## config.mk

```make
export PLATFORM = sky130hd
export DESIGN_NAME = uart_tx
export DESIGN_NICKNAME = d
export VERILOG_FILES = /design/src/rtl/uart_tx.sv
export SDC_FILE = /design/constraint.sdc
export NUM_CORES = 1
export LEC_CHECK = 0
export ABC_AREA = 1
export ABC_CLOCK_PERIOD_IN_PS = 3800
export CELL_PAD_IN_SITES_DETAIL_PLACEMENT = 0
export CELL_PAD_IN_SITES_GLOBAL_PLACEMENT = 2
export CORE_MARGIN = 10
export CORE_UTILIZATION = 32
export DETAILED_ROUTE_END_ITERATION = 6
export PLACE_DENSITY = 0.87
export SETUP_SLACK_MARGIN = 0.2
export SLEW_MARGIN = 25
export SYNTH_ARGS = -nofsm -noshare
export SYNTH_HDL_FRONTEND = slang
export SYNTH_SLANG_ARGS = --single-unit
```

## constraint.sdc

```tcl
create_clock -name i_clk -period 3.8 [get_ports i_clk]
set_input_delay 0.76 -clock i_clk [delete_from_list [all_inputs] [get_ports i_clk]]
set_output_delay 0.76 -clock i_clk [all_outputs]
set_load 0.1 [all_outputs]
```

## src/rtl/uart_tx.sv

```systemverilog
// uart_tx: serial transmitter paired with the team UART receiver.
// Sends start bit, N_DATA_BITS data bits (LSB first), an optional parity bit
// and N_STOP_BITS stop bits. Every bit lasts OVERSAMPLE ticks of i_en.
module uart_tx #(
    parameter int OVERSAMPLE  = 13,
    parameter int N_DATA_BITS = 8,
    parameter int N_STOP_BITS = 1,
    parameter int PARITY_EN   = 0,
    parameter int PARITY_ODD  = 0
) (
    input  logic                   i_clk,
    input  logic                   i_reset,
    input  logic                   i_en,
    input  logic [N_DATA_BITS-1:0] i_data,
    input  logic                   i_data_valid,
    output logic                   o_ready,
    output logic                   o_tx,
    output logic                   o_busy,
    output logic                   o_done
);

    localparam int TICK_W = (OVERSAMPLE > 1) ? $clog2(OVERSAMPLE) : 1;
    localparam int BIT_W  = 4;
    localparam logic [TICK_W-1:0] TICK_LAST = TICK_W'(OVERSAMPLE - 1);
    localparam logic [BIT_W-1:0]  DATA_LAST = BIT_W'(N_DATA_BITS - 1);
    localparam logic [BIT_W-1:0]  STOP_LAST = BIT_W'(N_STOP_BITS - 1);
    localparam logic [TICK_W-1:0] TICK_ZERO = {TICK_W{1'b0}};
    localparam logic [BIT_W-1:0]  BIT_ZERO  = {BIT_W{1'b0}};

    typedef enum logic [2:0] {
        ST_IDLE   = 3'd0,
        ST_START  = 3'd1,
        ST_DATA   = 3'd2,
        ST_PARITY = 3'd3,
        ST_STOP   = 3'd4
    } state_t;

    // Parity of the latched word; odd parity is the inverted even parity.
    function automatic logic parity_of(input logic [N_DATA_BITS-1:0] word);
        return (^word) ^ (PARITY_ODD != 0);
    endfunction

    state_t                   state_r, state_s;
    logic [TICK_W-1:0]        tick_cnt_r, tick_cnt_s;
    logic [BIT_W-1:0]         bit_cnt_r, bit_cnt_s;
    logic [N_DATA_BITS-1:0]   shift_r, shift_s;
    logic                     parity_r, parity_s;
    logic                     tx_r, tx_s;
    logic                     done_r, done_s;

    // Next-state logic: acceptance in IDLE, otherwise advance one bit per OVERSAMPLE ticks.
    always_comb begin
        state_s    = state_r;
        tick_cnt_s = tick_cnt_r;
        bit_cnt_s  = bit_cnt_r;
        shift_s    = shift_r;
        parity_s   = parity_r;
        tx_s       = tx_r;
        done_s     = 1'b0;

        if (state_r == ST_IDLE) begin
            tx_s = 1'b1;
            if (i_data_valid) begin
                // Start bit goes out on the acceptance edge regardless of i_en.
                state_s    = ST_START;
                tx_s       = 1'b0;
                shift_s    = i_data;
                parity_s   = parity_of(i_data);
                tick_cnt_s = TICK_ZERO;
                bit_cnt_s  = BIT_ZERO;
            end else begin
                tick_cnt_s = TICK_ZERO;
                bit_cnt_s  = BIT_ZERO;
            end
        end else if (i_en) begin
            if (tick_cnt_r == TICK_LAST) begin
                tick_cnt_s = TICK_ZERO;
                case (state_r)
                    ST_START: begin
                        state_s   = ST_DATA;
                        tx_s      = shift_r[0];
                        shift_s   = {1'b0, shift_r[N_DATA_BITS-1:1]};
                        bit_cnt_s = BIT_ZERO;
                    end
                    ST_DATA: begin
                        if (bit_cnt_r == DATA_LAST) begin
                            bit_cnt_s = BIT_ZERO;
                            if (PARITY_EN != 0) begin
                                state_s = ST_PARITY;
                                tx_s    = parity_r;
                            end else begin
                                state_s = ST_STOP;
                                tx_s    = 1'b1;
                            end
                        end else begin
                            bit_cnt_s = bit_cnt_r + 1'b1;
                            tx_s      = shift_r[0];
                            shift_s   = {1'b0, shift_r[N_DATA_BITS-1:1]};
                        end
                    end
                    ST_PARITY: begin
                        state_s   = ST_STOP;
                        tx_s      = 1'b1;
                        bit_cnt_s = BIT_ZERO;
                    end
                    ST_STOP: begin
                        tx_s = 1'b1;
                        if (bit_cnt_r == STOP_LAST) begin
                            state_s   = ST_IDLE;
                            bit_cnt_s = BIT_ZERO;
                            done_s    = 1'b1;
                        end else begin
                            bit_cnt_s = bit_cnt_r + 1'b1;
                        end
                    end
                    default: begin
                        state_s   = ST_IDLE;
                        tx_s      = 1'b1;
                        bit_cnt_s = BIT_ZERO;
                    end
                endcase
            end else begin
                tick_cnt_s = tick_cnt_r + 1'b1;
            end
        end else begin
            // No tick: counters and line hold.
            tick_cnt_s = tick_cnt_r;
        end
    end

    // State and output registers with synchronous reset taking priority.
    always_ff @(posedge i_clk) begin
        if (i_reset) begin
            state_r    <= ST_IDLE;
            tick_cnt_r <= TICK_ZERO;
            bit_cnt_r  <= BIT_ZERO;
            shift_r    <= {N_DATA_BITS{1'b0}};
            parity_r   <= 1'b0;
            tx_r       <= 1'b1;
            done_r     <= 1'b0;
        end else begin
            state_r    <= state_s;
            tick_cnt_r <= tick_cnt_s;
            bit_cnt_r  <= bit_cnt_s;
            shift_r    <= shift_s;
            parity_r   <= parity_s;
            tx_r       <= tx_s;
            done_r     <= done_s;
        end
    end

    assign o_tx    = tx_r;
    assign o_done  = done_r;
    assign o_ready = (state_r == ST_IDLE);
    assign o_busy  = ~o_ready;

endmodule
```

# ---- After elaboration in Yosys (flattened, before gate mapping)
# Cells that the tools add are included.
dict set report totals {
  out_inout_bits 4
  ff_bits 21
  input_bits 12
  word_cells 57
}
dict set report classes {
  n_reduce_logical 11
  n_addsub 2
  n_eq_ne 10
  mux 24
  n_bitwise 4
}
# cell n
set op_table {}
lappend op_table {{8-bit two-way mux} 5}
lappend op_table {{3-bit two-way mux} 6}
lappend op_table {{8-bit one-hot mux with 2 select lines} 1}
lappend op_table {{4-bit two-way mux} 3}
lappend op_table {{3-bit one-hot mux with 4 select lines} 1}
lappend op_table {{5-bit AND reduction} 2}
lappend op_table {{3-bit != test, second input constant} 3}
lappend op_table {{4-bit by 1-bit adder with 4-bit output, second input constant} 2}
lappend op_table {{4-bit one-hot mux with 2 select lines} 1}
lappend op_table {{3-bit by 2-bit == test with 1-bit output, second input constant} 2}
lappend op_table {{1-bit two-way mux} 6}
lappend op_table {{5-bit OR reduction} 1}
lappend op_table {{4-bit by 3-bit == test with 1-bit output, second input constant} 1}
lappend op_table {{4-bit == test, second input constant} 1}
lappend op_table {{4-bit logical NOT} 1}
lappend op_table {{1-bit inverter} 4}
lappend op_table {{2-bit AND reduction} 2}
lappend op_table {{2-bit nonzero test} 2}
lappend op_table {{3-bit by 1-bit == test with 1-bit output, second input constant} 1}
lappend op_table {{3-bit == test, second input constant} 1}
lappend op_table {{3-bit logical NOT} 1}
lappend op_table {{3-bit nonzero test} 1}
lappend op_table {{2-bit != test, second input constant} 1}
lappend op_table {{1-bit one-hot mux with 2 select lines} 1}
lappend op_table {{2-bit OR reduction} 1}

# ---- Longest topological paths before layout
dict set report logic_depth {
  word_depth 6
  ltp_mapped 11
  depth_no_buf 11
}

# ---- Worst setup path before layout
# Ideal clock, no wire load.
dict set report synth_timing {
  kind {reg-to-output}
  from {register state_r[1]}
  to {output port o_ready}
  required_ns 3.040
  setup_slack_ns 1.800
  arrival_time_ns 1.240
  path_stages_with_launch 5
  n_path_buf 1
  path_cell_list {dfxtp_1 -> nor2_2 -> nand2_2 -> buf_4 -> inv_2}
}
dict set report synth_between {
  elab_chain_len 1
}
# item line_no
set synth_lines {}
lappend synth_lines {{from (decl)} 43} ;# state_t state_r, state_s;
lappend synth_lines {{from (signal assigned)} 142} ;# state_r <= state_s;
lappend synth_lines {{3-bit logical NOT} 154} ;# assign o_ready = (state_r == ST_IDLE);
lappend synth_lines {{to (decl)} 16} ;# output logic o_ready,
# Every way passes these cells.

# ---- Final worst setup path
# Ends and elaborated chain as after synthesis.

==> out/qor.yml <==
status: "finished, final reports clean"
cts_tree: "built"
place_area_sq_um: 1400
core.rowCount: 22
synth_edf_count: 0
portBuffers: 15
yosysWarningCount: 0
grt_pass1_wl_mm: 4.87
dr.first_iter.drc_count: 42
area_delta_synth_final_pct: 17.4
relSlewSlack_pct: 35.6
dp_hpwl_mm: 2.07
drive_gt1_share_pct: 14.1
fin_skew_ns: 0.000948
crit_type: "flip-flop to output port"
yosysMostFrequentCell: "nand2_1"
synth.top_cells.by_count: "nand2_1 (49), nor2_1 (29), dfxtp_1 (21)"
via_per_inst: 4.56
hold_viol: 0
cts_buffer_depth: 2
synth_area_leaders: "dfxtp_1 (34%), nand2_1 (15%), nor2_1 (8.9%)"
grt_pass1_vias: 1146
cts.reportedPaths.clkPinSlew_ns: 0.08
ys_seq_area_share_pct: 34.2
power.share.clock_pct: 10.9
fillerInstances: 413
design_area_sq_um: 1440
combPwrFrac_pct: 65.1
antenna_found_initial: 0
cts_buffers: 3
synth.top_cell.area_share_pct: 34.2
hold_buffers: 0
start_kind: "flip-flop"
synthFlopType: "dfxtp_1"
hold_ws_ns: 0.479
cp.required_ns: 3.04
period_share_pct: 68.8
antennaDiodeCount: 0
cp_max_fo: 12
core_area_sq_um: 3690
yosysUniqueCellTypes: 30
grtUsageTotal_pct: 9.08
ant_nets: 0
setup.worst_path.end_class: "output port"
cts_htree_levels: 1
period_needed_ns: 2.62
cts.sinks: 21
power_switching_w: 0.000743
maxCapViolations: 0
post_cts_buffers: 0
gp_congestion: 0.873
hold_class: "flip-flop to flip-flop"
worst_slew_pin_slew_ns: 0.963
setup-tns-final_ns: 0
synth_area_sq_um: 1230
grt_overflow: 0
synth_top_cell_by_area: "dfxtp_1"
switching_share_pct: 54.1
p_leak_nw: 0.649
routed_wl_mm: 2.67
placed_cells: 235
die_h_microns: 82.0
maxSlewViolCount: 0
clk_latency_ns: 0.26
grt_setup_unrepaired: "no"
cts-root-buf: "clkbuf_8"
fmax_mhz: 382
power.internal_w: 0.000632
irDropWorstVdd_mv: 0.443
vias: 1091
arrival_ns: 1.86
fp.dieArea_sq_um: 6720
pwr_density_cell_nw_per_um2: 953
stdcell_count: 239
finalPower_w: 0.00138
dr.pass1.iters: 4
ios: 16
grt_max_degree: 13
async_flop_share_pct: 0
fin_nets: 208
setup_viol: 0
r2r-start: "state_r[1]"
fp.dieW_microns: 82.0
start_util_pct: 33.3
drc: 0
synth_nets: 192
ys_ff_latch: 21
crit_path_start: "state_r[1]"
cts_resized: 0
avgSynthCellArea_sq_um: 6.98
seq_power_share_pct: 24.0
wl_per_cell_microns: 11.2
min_from: "o_tx"
syn_inst: 176
per-stage QoR:
step,worst slack [ns],utilization (%)
after global routing,1.01,39.1
after CTS,1.14,39.1
after floorplan,1.80,-
after detailed placement,1.44,37.9
after global placement,1.42,37.9
final,1.18,39.1
state kept, by name, indices dropped and copies added, names as in the netlist:
signal	flops
bit_cnt_r	4
o_done	1
o_tx	1
shift_r	8
state_r	3
tick_cnt_r	4
metal layers:
layer	part of all wire (%)	global-route usage, %	vias to the layer above	wire length (microns)
met5	0	0	-	0
li1	-	-	585	-
met2	46	15.6	14	1240
met3	5.0	2.62	2	134
met1	48	10.2	490	1280
met4	0.75	3.91	0	20
critical path, cell delays in order, from the launching register on:
cell and delay [ns]:
dfxtp_1 0.37, nor2_2 0.47, nand2_2 0.32, inv_2 0.14, buf_4 0.30
cell type report:
class	count	area (sq um)	area share [%]
Clock buffer	3	41.3	2.86
Sequential cell	21	420	29.1
Tap cell	48	60.1	4.16
Clock inverter	1	5.00	0.347
Timing Repair Buffer	15	145	10.1
Inverter	20	80.1	5.55
Multi-Input combinational cell	131	691	47.9
power groups by stage:
| stage | registers, W | logic, W | clock network [W] |
|---|---|---|---|
| floorplan | 0.000362 | 0.000745 | 0 |
| global placement | 0.000333 | 0.000905 | 0 |
| detailed placement | 0.000336 | 0.000910 | 0 |
| CTS | 0.000331 | 0.000912 | 0.000158 |
| global route | 0.000338 | 0.00101 | 0.000166 |
| finish | 0.000330 | 0.000896 | 0.000150 |
cells by family (layout without fill, tap and decap cells):
| kind of cell | after synthesis | in the layout | share of synthesized area, % |
|---|---|---|---|
| buf+inv | 24 | 39 | 9.57 |
| compound gates | 14 | 14 | 6.72 |
| simple gates | 112 | 112 | 44.7 |
| flops | 21 | 21 | 34.2 |
| fa+ha+maj | 4 | 4 | 4.07 |
| xor+xnor | 1 | 1 | 0.713 |
layout by cell type, fill, tap and decap left out:
cell type | netlist | layout
nor2_2 | 2 | 2
nand3_1 | 13 | 13
buf_4 | 1 | 2
nand3b_4 | 1 | 1
inv_2 | 6 | 6
clkbuf_8 | 0 | 3
ha_1 | 4 | 4
inv_6 | 1 | 1
nand2_2 | 4 | 4
nor2_8 | 1 | 1
nand2_8 | 1 | 1
clkdlybuf4s50_1 | 0 | 13
nand3b_1 | 7 | 7
o21ai_2 | 2 | 2
xnor2_1 | 1 | 1
dfxtp_1 | 21 | 21
nor2_4 | 1 | 1
nand2_1 | 49 | 49
a21oi_2 | 1 | 1
nor3_1 | 1 | 1
nor2_1 | 29 | 29
nor4_1 | 1 | 1
o21ai_0 | 1 | 1
a21oi_1 | 6 | 6
clkinv_1 | 1 | 1
nor3b_1 | 1 | 1
nand2_4 | 1 | 1
o21ai_1 | 3 | 3
inv_1 | 12 | 12
o22ai_1 | 1 | 1
clkinv_2 | 0 | 1
path summary, 6_finish.rpt:
path / endpoint / slack, ns / cells after the start
hold reg to reg: o_tx / 0.48 / 2
setup / recovery: o_ready / 1.18 / 4
hold / removal: o_tx / 0.48 / 2
setup reg to reg: o_tx / 1.91 / 8
Power figures use the tool's default switching activity.
